--- src/rtl/pulse_cmd_pkg.sv ---
// pulse_cmd_pkg: opcodes, command word layout and packer state shared with the pulse generator
package pulse_cmd_pkg;
    localparam logic [7:0] CMD_RESET_CLOCK      = 8'd0;
    localparam logic [7:0] CMD_SEND_PULSE       = 8'd1;
    localparam logic [7:0] CMD_SET_PERIOD       = 8'd2;
    localparam logic [7:0] CMD_SET_PHASE_MEAS   = 8'd3;
    localparam logic [7:0] CMD_RESET_PHASE_MEAS = 8'd4;
    localparam int         CMD_MAX              = 4;
    localparam int CMD_MSB = 31, CMD_LSB = 24;
    localparam int COARSE_MSB = 23, COARSE_LSB = 8;
    localparam int FINE_MSB = 7, FINE_LSB = 0;
    typedef struct packed {
        logic [7:0]  cmd;
        logic [15:0] coarse;
        logic [7:0]  fine;
    } cmd_word_t;
    typedef enum logic {ST_COLLECT, ST_HOLD} pack_state_t;
endpackage

--- src/rtl/cmd_timeout_timer.sv ---
// cmd_timeout_timer: counts idle cycles while enabled and pulses expire_o on the last allowed one
module cmd_timeout_timer #(
    parameter int TIMEOUT_CYCLES = 100000
) (
    input  logic clk,
    input  logic rst,
    input  logic clr_i,
    input  logic en_i,
    output logic expire_o
);
    localparam int TW = $clog2(TIMEOUT_CYCLES);
    localparam logic [TW-1:0] TIMER_LAST = TW'(TIMEOUT_CYCLES - 1);
    logic [TW-1:0] timer_q, timer_d;
    // a clear (byte accepted) in the expiry cycle suppresses the expiry
    always_comb begin
        expire_o = en_i && !clr_i && timer_q == TIMER_LAST;
        timer_d  = (clr_i || expire_o) ? '0 : en_i ? timer_q + 1'b1 : timer_q;
    end
    always_ff @(posedge clk or negedge rst) begin
        if (!rst) timer_q <= '0;
        else      timer_q <= timer_d;
    end
endmodule

--- src/rtl/pulse_cmd_packer.sv ---
// pulse_cmd_packer: packs host bytes into 32-bit command words and writes them to the command FIFO
module pulse_cmd_packer
    import pulse_cmd_pkg::*;
#(
    parameter int TIMEOUT_CYCLES = 100000,
    parameter int CNT_W          = 16,
    parameter int MAX_CMD        = CMD_MAX
) (
    input  logic             clk,
    input  logic             rst,
    input  logic [7:0]       s_byte_data,
    input  logic             s_byte_valid,
    output logic             s_byte_ready,
    input  logic             fifo_full,
    output logic [31:0]      fifo_data,
    output logic             fifo_write,
    input  logic             cnt_clr,
    output logic             busy,
    output logic [CNT_W-1:0] words_written,
    output logic [CNT_W-1:0] err_bad_cmd,
    output logic [CNT_W-1:0] err_timeout
);
    pack_state_t state_q, state_d;
    logic [1:0] idx_q, idx_d;
    logic [31:0] shreg_q, shreg_d, data_q, data_d;
    logic write_q, write_d;
    logic [CNT_W-1:0] words_q, words_d, bad_q, bad_d, tout_q, tout_d;
    logic accept, last, bad, timeout;
    cmd_word_t word;
    cmd_timeout_timer #(.TIMEOUT_CYCLES(TIMEOUT_CYCLES)) u_timer (
        .clk      (clk),
        .rst      (rst),
        .clr_i    (accept),
        .en_i     (state_q == ST_COLLECT && idx_q != 2'd0),
        .expire_o (timeout)
    );
    always_comb begin
        accept  = s_byte_valid && state_q == ST_COLLECT;
        last    = accept && idx_q == 2'd3;
        shreg_d = shreg_q;
        if (accept) shreg_d[{~idx_q, 3'b000} +: 8] = s_byte_data;
        word    = shreg_d;
        bad     = word.cmd > 8'(MAX_CMD);
        // HOLD keeps the latched word in shreg until the FIFO has room
        write_d = (state_q == ST_HOLD || (last && !bad)) && !fifo_full;
        state_d = write_d ? ST_COLLECT : (last && !bad) ? ST_HOLD : state_q;
        data_d  = write_d ? shreg_d : data_q;
        idx_d   = timeout ? 2'd0 : accept ? idx_q + 2'd1 : idx_q;
        words_d = cnt_clr ? '0 : (write_d && !(&words_q)) ? words_q + 1'b1 : words_q;
        bad_d   = cnt_clr ? '0 : (last && bad && !(&bad_q)) ? bad_q + 1'b1 : bad_q;
        tout_d  = cnt_clr ? '0 : (timeout && !(&tout_q)) ? tout_q + 1'b1 : tout_q;
    end
    always_ff @(posedge clk or negedge rst) begin
        if (!rst) begin
            state_q <= ST_COLLECT;
            idx_q   <= '0;
            shreg_q <= '0;
            data_q  <= '0;
            write_q <= 1'b0;
            words_q <= '0;
            bad_q   <= '0;
            tout_q  <= '0;
        end else begin
            state_q <= state_d;
            idx_q   <= idx_d;
            shreg_q <= shreg_d;
            data_q  <= data_d;
            write_q <= write_d;
            words_q <= words_d;
            bad_q   <= bad_d;
            tout_q  <= tout_d;
        end
    end
    assign s_byte_ready  = state_q == ST_COLLECT;
    assign busy          = idx_q != 2'd0 || state_q == ST_HOLD;
    assign fifo_data     = data_q;
    assign fifo_write    = write_q;
    assign words_written = words_q;
    assign err_bad_cmd   = bad_q;
    assign err_timeout   = tout_q;
endmodule

--- config.mk ---
export PLATFORM = sky130hd
export DESIGN_NAME = pulse_cmd_packer
export DESIGN_NICKNAME = d
export VERILOG_FILES = /design/src/rtl/pulse_cmd_pkg.sv /design/src/rtl/cmd_timeout_timer.sv /design/src/rtl/pulse_cmd_packer.sv
export SDC_FILE = /design/constraint.sdc
export NUM_CORES = 1
export LEC_CHECK = 0
export BUFFER_PORTS_ARGS = -buffer_cell sky130_fd_sc_hd__buf_2
export CORE_MARGIN = 5
export CORE_UTILIZATION = 57
export DETAILED_ROUTE_END_ITERATION = 12
export GPL_TIMING_DRIVEN = 1
export PLACE_DENSITY_LB_ADDON = 0.1
export SYNTH_ARGS = -nofsm -noshare
export SYNTH_HDL_FRONTEND = slang
export SYNTH_SLANG_ARGS = --single-unit
export TNS_END_PERCENT = 5
--- constraint.sdc ---
create_clock -name clk -period 2.7 [get_ports clk]
set_clock_uncertainty 0.2 [all_clocks]
set_input_delay 0.675 -clock clk [delete_from_list [all_inputs] [get_ports clk]]
set_output_delay 0.675 -clock clk [all_outputs]
set_load 0.005 [all_outputs]
==> results by group, run 1 <==
Synth
  – Largest cells by area after synthesis: dfrtp_1 (55%), mux2_2 (6.3%), a22o_1 (4.6%), xnor2_1 (4.0%), nor2_1 (4.0%)
  – Ys async rst share: 1.00
  – Post-synth EDFFs: 0
  – Count leader, synth: dfrtp_1
  – Ys flop type: dfrtp_1
  – Yosys cell types: 43
  – Sequential share of the synthesized area: 0.548
  – Yosys warns: 0
  – Mapped Cells: between 500 and 600
  – Post-synthesis area per instance: 11.2 sq um
  – Most frequent cells after synthesis: dfrtp_1 (133), nor2_1 (64), nand2_1 (37)
  – Post-Synthesis Cell Area: approximately 0.0061 sq mm
  – Post-synth top area share: 0.548
  – Mapped Nets: approximately 570
  – Area leader, netlist: dfrtp_1
  – Synth Register Bits: ~130

Clock tree
  – TritonCTS clock tree: yes
  – Post-CTS Setup Repair Bufs: 0
  – Total clock sinks: approximately 130
  – CTS root buf: clkbuf_8
  – Longest Clk Path Bufs: 2
  – Htree depth: 4
  – Post-CTS Resized: 0
  – Clock-pin slew on the worst setup and hold paths: approximately 60 ps
  – CTS Hold Buffers Added: 0
  – Num CTS Buffers: 17
  – Clock Latency Late Sink: 530 ps

Cells and area
  – Finished Core Util: 0.721
  – Layout cells sized above 1: 0.302
  – Area grow syn2layout: 23.1%
  – Non-Filler Instances: a little over 800
  – Final nets: just under 700
  – ANT cells: 0

Setup path
  – Max FO, Critical Path: 33
  – Reg2reg path depth: 6
  – Worst Path Required: just under 3000 ps
  – Crit start category: flip-flop
  – Setup CP Type: reg -> reg
  – Worst Setup End Kind: flip-flop
  – Arrival time worst endpoint: between 2000 and 3000 ps

Outcome
  – Status: finished clean

Floorplanning
  – Die width: around 110 um
  – Core Region: about 0.010 sq mm
  – # rows: 37
  – Die area: approximately 0.013 sq mm
  – Die Y: 113 um
  – Initial Util: 0.586
  – I/O pin total: 96

STA
  – Relative slew slack: 0.524
  – RSZ-0062 raised after global routing: no
  – Pins Over Slew Limit: 0
  – Slew at the pin closest to its max-slew limit: 714 ps
  – Final period util: 0.975
  – Fin. Hold Viols: 0
  – Min Clock Period, post-route: 2630 ps
  – Fmax: ~0.38 GHz
  – Setup Viol. Count Final: 0

GRT
  – Gr usage total: 0.234
  – Initial antenna violation count: 0
  – Pin count of the biggest net entering global routing: approximately 130
  – Vias in the first global route: 4734
  – Grt ovf: 0
  – First-pass GRT wire length: around 24000 um

Detailed routing
  – Wirelength, routed: between 10000 and 15000 um
  – Via/cell ratio: 5.68
  – DRT iter0 DRCs: 371
  – WL per Instance: about 17 um
  – Final ANT Viol Nets: 0
  – Router iterations before antenna repair: 4
  – Vias post-DR: 4614
  – Residual DRC: 0

Place
  – Gp weighted congestion: about 0.81
  – Hpwl dp: between 9000 and 10000 um
  – Post-Place Cells: between 700 and 800
  – Number of port buffers: 95

Run
  – Max_cap viols: 0

Pwr
  – VDD IR max: just over 700 uV
  – P_leak: 3.64 nW
  – PD cells: approximately 850 mW/mm^2

Worst hold path
  – Tightest Hold Check Type: in -> async
## critical path, cell delays in order (launching register included)
cell and delay [ps]:
dfrtp_1 380, or4_4 550, o31ai_2 340, a31oi_4 220
nor2_2 190, buf_12 220, mux2_2 370
## through the flow
stage	area [sq um]	total power [mW]	setup slack [ps]	TNS (ps)	hold WS, ps
4_1_cts	7440	6.42	23.3	0	80.0
3_3_place_gp	6860	4.07	-73.2	-399	281
6_report	7470	6.39	68.3	0	19.3
3_5_place_dp	6860	4.13	-167	-1770	284
5_1_grt	7470	6.73	5.94	0	108
2_1_floorplan	6070	3.49	127	0	179
## registers in the layout, summed over array words and instances, names as in the netlist, 2 cells and up
register,flops
fifo_data,32
shreg_q,32
u_timer.timer_q,17
err_bad_cmd,16
err_timeout,16
words_written,16
idx_q,2
## where the power goes
part           internal [mW]  leakage [nW]  switching [mW]
combinational          0.740          1.53           0.819
clock                   1.40         0.278           0.868
sequential              2.36          1.83           0.199
total                   4.50          3.64            1.89
## area by class of cell
cell class	count	area, sq um
clock buffer	19	422
clock inverter	13	159
fill	769	2900
inverter	10	37.5
multi-input combinational	378	2630
sequential	133	3330
tap	136	170
timing repair buffer	123	726
## logic make-up (layout without fill, tap and decap cells)
| family | Yosys count | count (layout) | share of synthesized area |
|---|---|---|---|
| xor+xnor | 55 | 55 | 0.0793 |
| compound gates | 54 | 54 | 0.0719 |
| simple gates | 224 | 224 | 0.192 |
| buf+inv | 32 | 165 | 0.0235 |
| fa+ha+maj | 10 | 10 | 0.0206 |
| mux | 35 | 35 | 0.0647 |
| flops | 133 | 133 | 0.548 |
## per-layer routing
layer | vias up | global-route usage | part of all wire
met2 | 122 | 0.372 | 0.49
met4 | 0 | 0.0929 | 0.019
met3 | 24 | 0.0529 | 0.052
met1 | 2286 | 0.315 | 0.44
li1 | 2182 | - | -
met5 | - | 0 | 0
## final timing paths
| kind | from | end | slack (ps) |
|---|---|---|---|
| setup reg to reg | shreg_q[29]$_DFF_PN0_ | fifo_data[7]$_DFFE_PN0P_ | 70 |
| min in group clk | s_byte_data[6] | shreg_q[22]$_DFF_PN0_ | 280 |
| hold reg to reg | fifo_data[15]$_DFFE_PN0P_ | fifo_data[15]$_DFFE_PN0P_ | 300 |
| setup / recovery | shreg_q[29]$_DFF_PN0_ | fifo_data[7]$_DFFE_PN0P_ | 70 |
| hold / removal | rst | u_timer.timer_q[7]$_DFFE_PN0P_ | 20 |
| max in group asynchronous | rst | err_bad_cmd[5]$_DFFE_PN0P_ | 1720 |
## layout by cell type (no fill, tap or decap), types with 8 or more instances in the layout
master,count
inv_1,10
nand3_1,22
nor3_1,12
nand2_1,37
mux2_2,34
ha_1,10
and3_1,18
nor4_1,12
a21oi_1,8
nand4_1,23
buf_2,94
dfrtp_1,133
xnor2_1,28
clkbuf_16,16
xor2_1,27
buf_4,26
a22o_1,32
nor2_1,64
(Power assumes the default switching activity.)
==> inputs of run 2 (changes only) <==
--- a/config.mk
+++ b/config.mk
@@ -5,12 +5,14 @@
 export SDC_FILE = /design/constraint.sdc
 export NUM_CORES = 1
 export LEC_CHECK = 0
+export ABC_AREA = 1
 export BUFFER_PORTS_ARGS = -buffer_cell sky130_fd_sc_hd__buf_2
 export CORE_MARGIN = 5
-export CORE_UTILIZATION = 57
+export CORE_UTILIZATION = 58
 export DETAILED_ROUTE_END_ITERATION = 12
 export GPL_TIMING_DRIVEN = 1
 export PLACE_DENSITY_LB_ADDON = 0.1
+export SETUP_SLACK_MARGIN = 0.02
 export SYNTH_ARGS = -nofsm -noshare
 export SYNTH_HDL_FRONTEND = slang
 export SYNTH_SLANG_ARGS = --single-unit
==> run 2 against run 1 <==
Sequential share of layout area is 4.1 points lower. Clock power is 4% higher. Area after synthesis is 13% higher. Combinational power is 18% higher. Sequential power is 2% higher. Cell count is 38% higher.
==> results by group, run 2 <==
Floorplanning
  – # rows: 39
  – Die Y: roughly 120 um
  – Die area: 0.0141 sq mm
  – Die width: 119 um
  – Initial Util: 0.597
  – I/O pin total: 96
  – Core Region: between 0.01 and 0.015 sq mm

Synth
  – Post-synth top area share: 0.484
  – Mapped Nets: a little under 900
  – Synth Register Bits: roughly 130
  – Most frequent cells after synthesis: nand2_1 (232), dfrtp_1 (133), nor2_1 (81)
  – Post-synth EDFFs: 0
  – Count leader, synth: nand2_1
  – Yosys cell types: 38
  – Area leader, netlist: dfrtp_1
  – Sequential share of the synthesized area: 0.484
  – Post-Synthesis Cell Area: 0.00688 sq mm
  – Post-synthesis area per instance: about 8 sq um
  – Yosys warns: 0
  – Mapped Cells: 861
  – Ys async rst share: 1.00
  – Largest cells by area after synthesis: dfrtp_1 (48%), nand2_1 (13%), nand3_1 (5.3%), o21ai_0 (5.0%), nor2_1 (4.4%)
  – Ys flop type: dfrtp_1

Setup path
  – Max FO, Critical Path: 11
  – Reg2Reg Launch Point: idx_q[0]$_DFFE_PN0N_
  – Arrival time worst endpoint: between 2000 and 3000 ps
  – Crit Reg-Reg Endpoint: err_timeout[3]$_DFFE_PN0P_
  – Cell family with most CP delay: simple AND/OR/NAND/NOR gates
  – Max incr delay on CP: about 430 ps
  – CP Launch Point: idx_q[0]$_DFFE_PN0N_
  – Setup CP Type: reg -> reg
  – Critical Path Stages: 11
  – Worst Path Required: approximately 2900 ps
  – Crit path to: err_timeout[3]$_DFFE_PN0P_
  – CP dominant cell by count: nand2_1
  – Slowest-stage cell, CP: nor4_1
  – Crit path buffers/inverters: 3
  – Reg2reg path depth: 11
  – Crit start category: flip-flop
  – FF-to-FF setup slack: between 150 and 200 ps
  – Critical path, cell by cell: inv_2 -> ha_1 -> nor2_1 -> buf_4 -> nand2_1 -> nor4_1 -> buf_4 -> nand2_1 -> nand2_1 -> nand2_1 -> nand2_1
  – Worst Setup End Kind: flip-flop

Cells and area
  – Commonest non-fill, non-tap cell in the layout: nand2_1
  – Layout cells sized above 1: 0.181
  – Layout fillers: 888
  – Area grow syn2layout: 19.9%
  – Finished Core Util: 0.716
  – Final nets: between 900 and 1000
  – Final Cell Area: between 0.008 and 0.009 sq mm
  – Non-Filler Instances: roughly 1100
  – Commonest cells after routing, fill and taps aside: nand2_1 (231), dfrtp_1 (132), buf_2 (94), nor2_1 (78), nand3_1 (73)
  – ANT cells: 0

Place
  – Area post-placement: 0.00757 sq mm
  – Post-Place Cells: ~1100
  – Number of port buffers: 95
  – Hpwl dp: 12100 um
  – Gp weighted congestion: around 0.94

STA
  – Final period util: 0.935
  – Fin. Hold Viols: 0
  – Relative slew slack: 0.606
  – RSZ-0062 raised after global routing: yes
  – Min Clock Period, post-route: 2530 ps
  – Setup Viol. Count Final: 0
  – Fmax: between 0.3 and 0.4 GHz
  – Slew at the pin closest to its max-slew limit: a little under 600 ps
  – Fin Hold WS: between 50 and 60 ps
  – Pins Over Slew Limit: 0

Detailed routing
  – Wire length on met3: approximately 1100 um
  – Metal1 wirelength: about 7600 um
  – Wire length on met2: between 8000 and 9000 um
  – Residual DRC: 0
  – DRT iter0 DRCs: between 600 and 700
  – Highest routed layer: met4
  – Vias post-DR: approximately 6300
  – Via/cell ratio: between 5 and 6
  – Wirelength, routed: about 17000 um
  – WL per Instance: roughly 16 um
  – Final ANT Viol Nets: 0
  – Router iterations before antenna repair: 7

Clock tree
  – Total clock sinks: 133
  – CTS root buf: clkbuf_16
  – Htree depth: 4
  – Clock Latency Late Sink: 420 ps
  – Longest Clk Path Bufs: 2
  – Clock-pin slew on the worst setup and hold paths: roughly 60 ps
  – Num CTS Buffers: 17
  – TritonCTS clock tree: yes

GRT
  – Vias in the first global route: 6037
  – Initial antenna violation count: 0
  – First-pass GRT wire length: approximately 30000 um
  – Gr usage total: 0.257
  – Grt ovf: 0
  – Pin count of the biggest net entering global routing: between 40 and 50

Run
  – Max_cap viols: 0

Worst hold path
  – Tightest Hold Check Type: in -> async

Outcome
  – Status: finished clean

Pwr
  – P_leak: 4.22 nW
  – PD cells: roughly 820 mW/mm^2
  – VDD IR max: 608 uV
  – Total power: just under 7 mW
[run 2: how the worst min path moves through the flow]
stage,startpoint,endpoint,slack [ps],cells after the start
after floorplan,rst,err_bad_cmd[0]$_DFFE_PN0P_,180,0
final,rst,fifo_data[16]$_DFFE_PN0P_,60,1
after global routing,rst,fifo_data[16]$_DFFE_PN0P_,90,1
after CTS,rst,fifo_data[12]$_DFFE_PN0P_,70,1
after global placement,fifo_data[23]$_DFFE_PN0P_,fifo_data[23]$_DFFE_PN0P_,280,2
after detailed placement,shreg_q[26]$_DFF_PN0_,shreg_q[26]$_DFF_PN0_,280,2
[run 2: final cells by class]
type,instances,area (sq um),area share
flip-flops and latches,133,3330,0.404
multi-input cells,616,3100,0.377
repair buffers,120,721,0.0874
clock buffers,17,425,0.0516
inverters,79,305,0.0370
clock inverters,15,179,0.0217
well taps,143,179,0.0217
[run 2: repair_timing]
item                       CTS  global route
setup endpoints to repair   30            80
gates cloned                 0             1
buffers inserted             0             1
gates resized for setup      2            14
hold buffers                 0             0
[run 2: logic make-up after synthesis]
kind of cell	synth area share
simple gates	0.276
flops	0.484
compound gates	0.107
buf+inv	0.0682
xor+xnor	0.0471
fa+ha+maj	0.0182
[run 2: worst register-to-register path, cell delays in order (launching register included)]
cell	delay, ps
dfrtp_2	410
inv_2	80
ha_1	250
nor2_1	150
buf_4	150
nand2_1	60
nor4_1	430
buf_4	200
nand2_1	60
nand2_1	300
nand2_1	100
nand2_1	80
[run 2: through the flow]
stage                     TNS, ps  setup WS, ps
after floorplan                 0           176
after global placement          0           136
after detailed placement    -38.2         -27.0
after CTS                       0          52.5
after global routing            0          19.1
final                           0           174
[run 2: report_power, final]
part | internal, mW | total (mW) | leakage (nW) | switching [mW]
Clock | 1.46 | 2.35 | 0.286 | 0.897
Combinational | 0.618 | 1.84 | 2.14 | 1.22
Sequential | 2.40 | 2.61 | 1.80 | 0.209
Total | 4.47 | 6.80 | 4.22 | 2.33
[run 2: routing by layer]
| layer | vias up | track usage |
|---|---|---|
| met2 | 229 | 0.402 |
| met5 | - | 0 |
| met4 | 0 | 0.0804 |
| met3 | 24 | 0.0649 |
| met1 | 3039 | 0.356 |
| li1 | 3040 | - |
==> inputs of run 3 (changes only) <==
--- a/config.mk
+++ b/config.mk
@@ -8,7 +8,7 @@
 export ABC_AREA = 1
 export BUFFER_PORTS_ARGS = -buffer_cell sky130_fd_sc_hd__buf_2
 export CORE_MARGIN = 5
-export CORE_UTILIZATION = 58
+export CORE_UTILIZATION = 44
 export DETAILED_ROUTE_END_ITERATION = 12
 export GPL_TIMING_DRIVEN = 1
 export PLACE_DENSITY_LB_ADDON = 0.1
@@ -16,4 +16,3 @@
 export SYNTH_ARGS = -nofsm -noshare
 export SYNTH_HDL_FRONTEND = slang
 export SYNTH_SLANG_ARGS = --single-unit
-export TNS_END_PERCENT = 5
==> constraint.sdc (replaced) <==
create_clock -name clk -period 2.7 [get_ports clk]
set_clock_uncertainty 0.2 [all_clocks]
set_input_delay 0.135 -clock clk [delete_from_list [all_inputs] [get_ports clk]]
set_output_delay 0.135 -clock clk [all_outputs]
set_load 0.005 [all_outputs]
==> run 3 against run 2 <==
Routed wire length is 4.3% higher. First-iteration DRC count is 31% lower. Fmax is 0.58% higher. Cell count is 7.9% higher. Die area is 29% higher. Sequential share of layout area is 1.3 points lower. Via count is 3.2% lower. Highest routed layer unchanged.
==> results by group, run 3 (same netlist as run 2, synthesis figures left out) <==
Outcome
  – Status: finished clean

Place
  – Hpwl dp: approximately 13000 um
  – Gp weighted congestion: between 0.8 and 0.9
  – Number of port buffers: 95
  – Area post-placement: a little under 0.008 sq mm

Cells and area
  – Final Cell Area: 0.00851 sq mm
  – Reg area: between 0.003 and 0.004 sq mm
  – Commonest cells after routing, fill and taps aside: nand2_1 (231), dfrtp_1 (133), buf_2 (94), nor2_1 (81)
  – Layout cells sized above 1: 0.183
  – Final nets: 1012
  – Commonest non-fill, non-tap cell in the layout: nand2_1
  – Layout fillers: between 1000 and 1500
  – Multi-input gate area: between 0.003 and 0.004 sq mm
  – Area grow syn2layout: 23.8%
  – ANT cells: 0

GRT
  – Vias in the first global route: 5742
  – Gr usage total: 0.200
  – First-pass GRT wire length: around 30000 um
  – Pin count of the biggest net entering global routing: 52
  – Initial antenna violation count: 0
  – Grt ovf: 0

Setup path
  – Worst Setup End Kind: flip-flop
  – Arrival time worst endpoint: around 2700 ps
  – Max incr delay on CP: around 460 ps
  – Slowest-stage cell, CP: nor4_1
  – Critical path, cell by cell: inv_1 -> ha_1 -> nor2_1 -> buf_4 -> nand2_1 -> nor4_1 -> buf_4 -> nand2_1 -> buf_4 -> inv_1 -> nand3_1 -> nand2_1
  – Critical Path Stages: 12
  – Cell family with most CP delay: simple AND/OR/NAND/NOR gates
  – Reg2reg path depth: 12
  – Crit path buffers/inverters: 5
  – Crit Reg-Reg Endpoint: err_timeout[15]$_DFFE_PN0P_
  – Crit start category: flip-flop
  – Max FO, Critical Path: 8
  – Setup CP Type: reg -> reg
  – Reg2Reg Launch Point: idx_q[0]$_DFFE_PN0N_
  – Worst Path Required: between 2000 and 3000 ps
  – FF-to-FF setup slack: between 150 and 200 ps
  – Crit path to: err_timeout[15]$_DFFE_PN0P_
  – CP Launch Point: idx_q[0]$_DFFE_PN0N_

Detailed routing
  – Wirelength, routed: ~18000 um
  – Vias post-DR: around 6100
  – DRT iter0 DRCs: roughly 420
  – Via/cell ratio: between 5 and 6
  – Router iterations before antenna repair: 5
  – Final ANT Viol Nets: 0
  – Residual DRC: 0
  – WL per Instance: between 15 and 20 um

Floorplanning
  – # rows: 45
  – Initial Util: 0.451
  – Core Region: between 0.015 and 0.02 sq mm
  – Die width: 135 um
  – I/O pin total: 96
  – Die area: about 0.018 sq mm
  – Die Y: about 140 um

Pwr
  – Comb power frac: 0.277
  – Total net switching power: 2.35 mW
  – P_leak: 4.33 nW
  – Clock power frac: 0.348
  – PD cells: 811 mW/mm^2
  – Sw frac: 0.341
  – Internal power: between 4 and 5 mW
  – VDD IR max: about 630 uV
  – Flop pwr share: 0.375

Clock tree
  – Total clock sinks: around 130
  – Longest Clk Path Bufs: 2
  – CTS root buf: clkbuf_16
  – TritonCTS clock tree: yes
  – Clock Latency Late Sink: between 400 and 500 ps
  – Clock-pin slew on the worst setup and hold paths: roughly 60 ps
  – Num CTS Buffers: 17
  – Htree depth: 4

STA
  – Fin. Hold Viols: 0
  – Setup Viol. Count Final: 0
  – Pins Over Slew Limit: 0
  – Fmax: between 0.3 and 0.4 GHz
  – Final period util: 0.930
  – RSZ-0062 raised after global routing: no
  – Min Clock Period, post-route: between 2000 and 3000 ps
  – Relative slew slack: 0.458
  – Slew at the pin closest to its max-slew limit: ~800 ps
  – Setup TNS: 0 ps

Run
  – Max_cap viols: 0

Worst hold path
  – Tightest Hold Check Type: in -> reg
run 3: changes by cell type in the layout (fill, tap and decap cells not counted), moves of 3 or more:
cell           previous run  this run
buf_6                     0         3
dlygate4sd3_1             0        10
buf_4                    22        30
nor2_2                    4         1
clkinvlp_4                4         1
o21ai_1                   1        10
nor2_1                   78        81
o21ai_0                  69        60
run 3: worst reg2reg max path, cell delays in order (launching register included):
cell,delay [ps]
dfrtp_1,390
inv_1,90
ha_1,250
nor2_1,180
buf_4,160
nand2_1,70
nor4_1,460
buf_4,200
nand2_1,70
buf_4,170
inv_1,80
nand3_1,70
nand2_1,80
run 3: metal layers:
metal  vias to the layer above  part of all wire  routed length, um  global-route usage
li1                       3090                 -                  -                   -
met1                      2903              0.49               8900               0.286
met2                       127              0.47               8470               0.315
met3                         7             0.040                729              0.0432
met4                         0            0.0059                107              0.0448
met5                         -                 0                  0                   0
run 3: worst min path at each step:
stage / from / end / slack, ps / cells past startpoint
after CTS: cnt_clr / err_timeout[6]$_DFFE_PN0P_ / 2 / 4
after global routing: rst / u_timer.timer_q[3]$_DFFE_PN0P_ / 80 / 3
after detailed placement: rst / u_timer.timer_q[3]$_DFFE_PN0P_ / -150 / 1
after floorplan: rst / err_bad_cmd[0]$_DFFE_PN0P_ / -360 / 0
after global placement: rst / u_timer.timer_q[3]$_DFFE_PN0P_ / -160 / 1
final: cnt_clr / err_timeout[6]$_DFFE_PN0P_ / 20 / 4
run 3: area by class of cell:
class,instances,area share
Inverter,79,0.0353
Clock buffer,18,0.0516
Timing Repair Buffer,140,0.104
Sequential cell,133,0.391
Clock inverter,13,0.0203
Multi-Input combinational cell,618,0.366
Tap cell,211,0.0310
run 3: stage by stage:
| step | setup WS, ps | hold WS (ps) | cells | power (mW) | utilization |
|---|---|---|---|---|---|
| 3_5_place_dp | 54.5 | -154 | 1163 | 4.41 | 0.503 |
| 4_1_cts | 42.5 | 2.48 | 1205 | 6.85 | 0.551 |
| 5_1_grt | 13.2 | 76.4 | 1212 | 7.33 | 0.558 |
| 6_report | 189 | 24.7 | 1212 | 6.90 | 0.558 |
| 2_1_floorplan | 176 | -361 | 861 | 3.70 | - |
| 3_3_place_gp | 185 | -155 | 1163 | 4.38 | 0.503 |
run 3: repair_timing:
action,CTS,global route
hold buffers,11,0
gates resized for setup,0,19
buffers inserted,0,5
setup endpoints to repair,0,66
endpoints found under the hold margin,157,0
run 3: power by group through the flow:
stage | Combinational, mW | Clock (mW) | Sequential (mW)
after detailed placement | 1.79 | 0 | 2.61
after CTS | 1.82 | 2.45 | 2.59
final | 1.91 | 2.40 | 2.59
after global placement | 1.77 | 0 | 2.61
after global routing | 2.17 | 2.53 | 2.63
after floorplan | 1.10 | 0 | 2.60
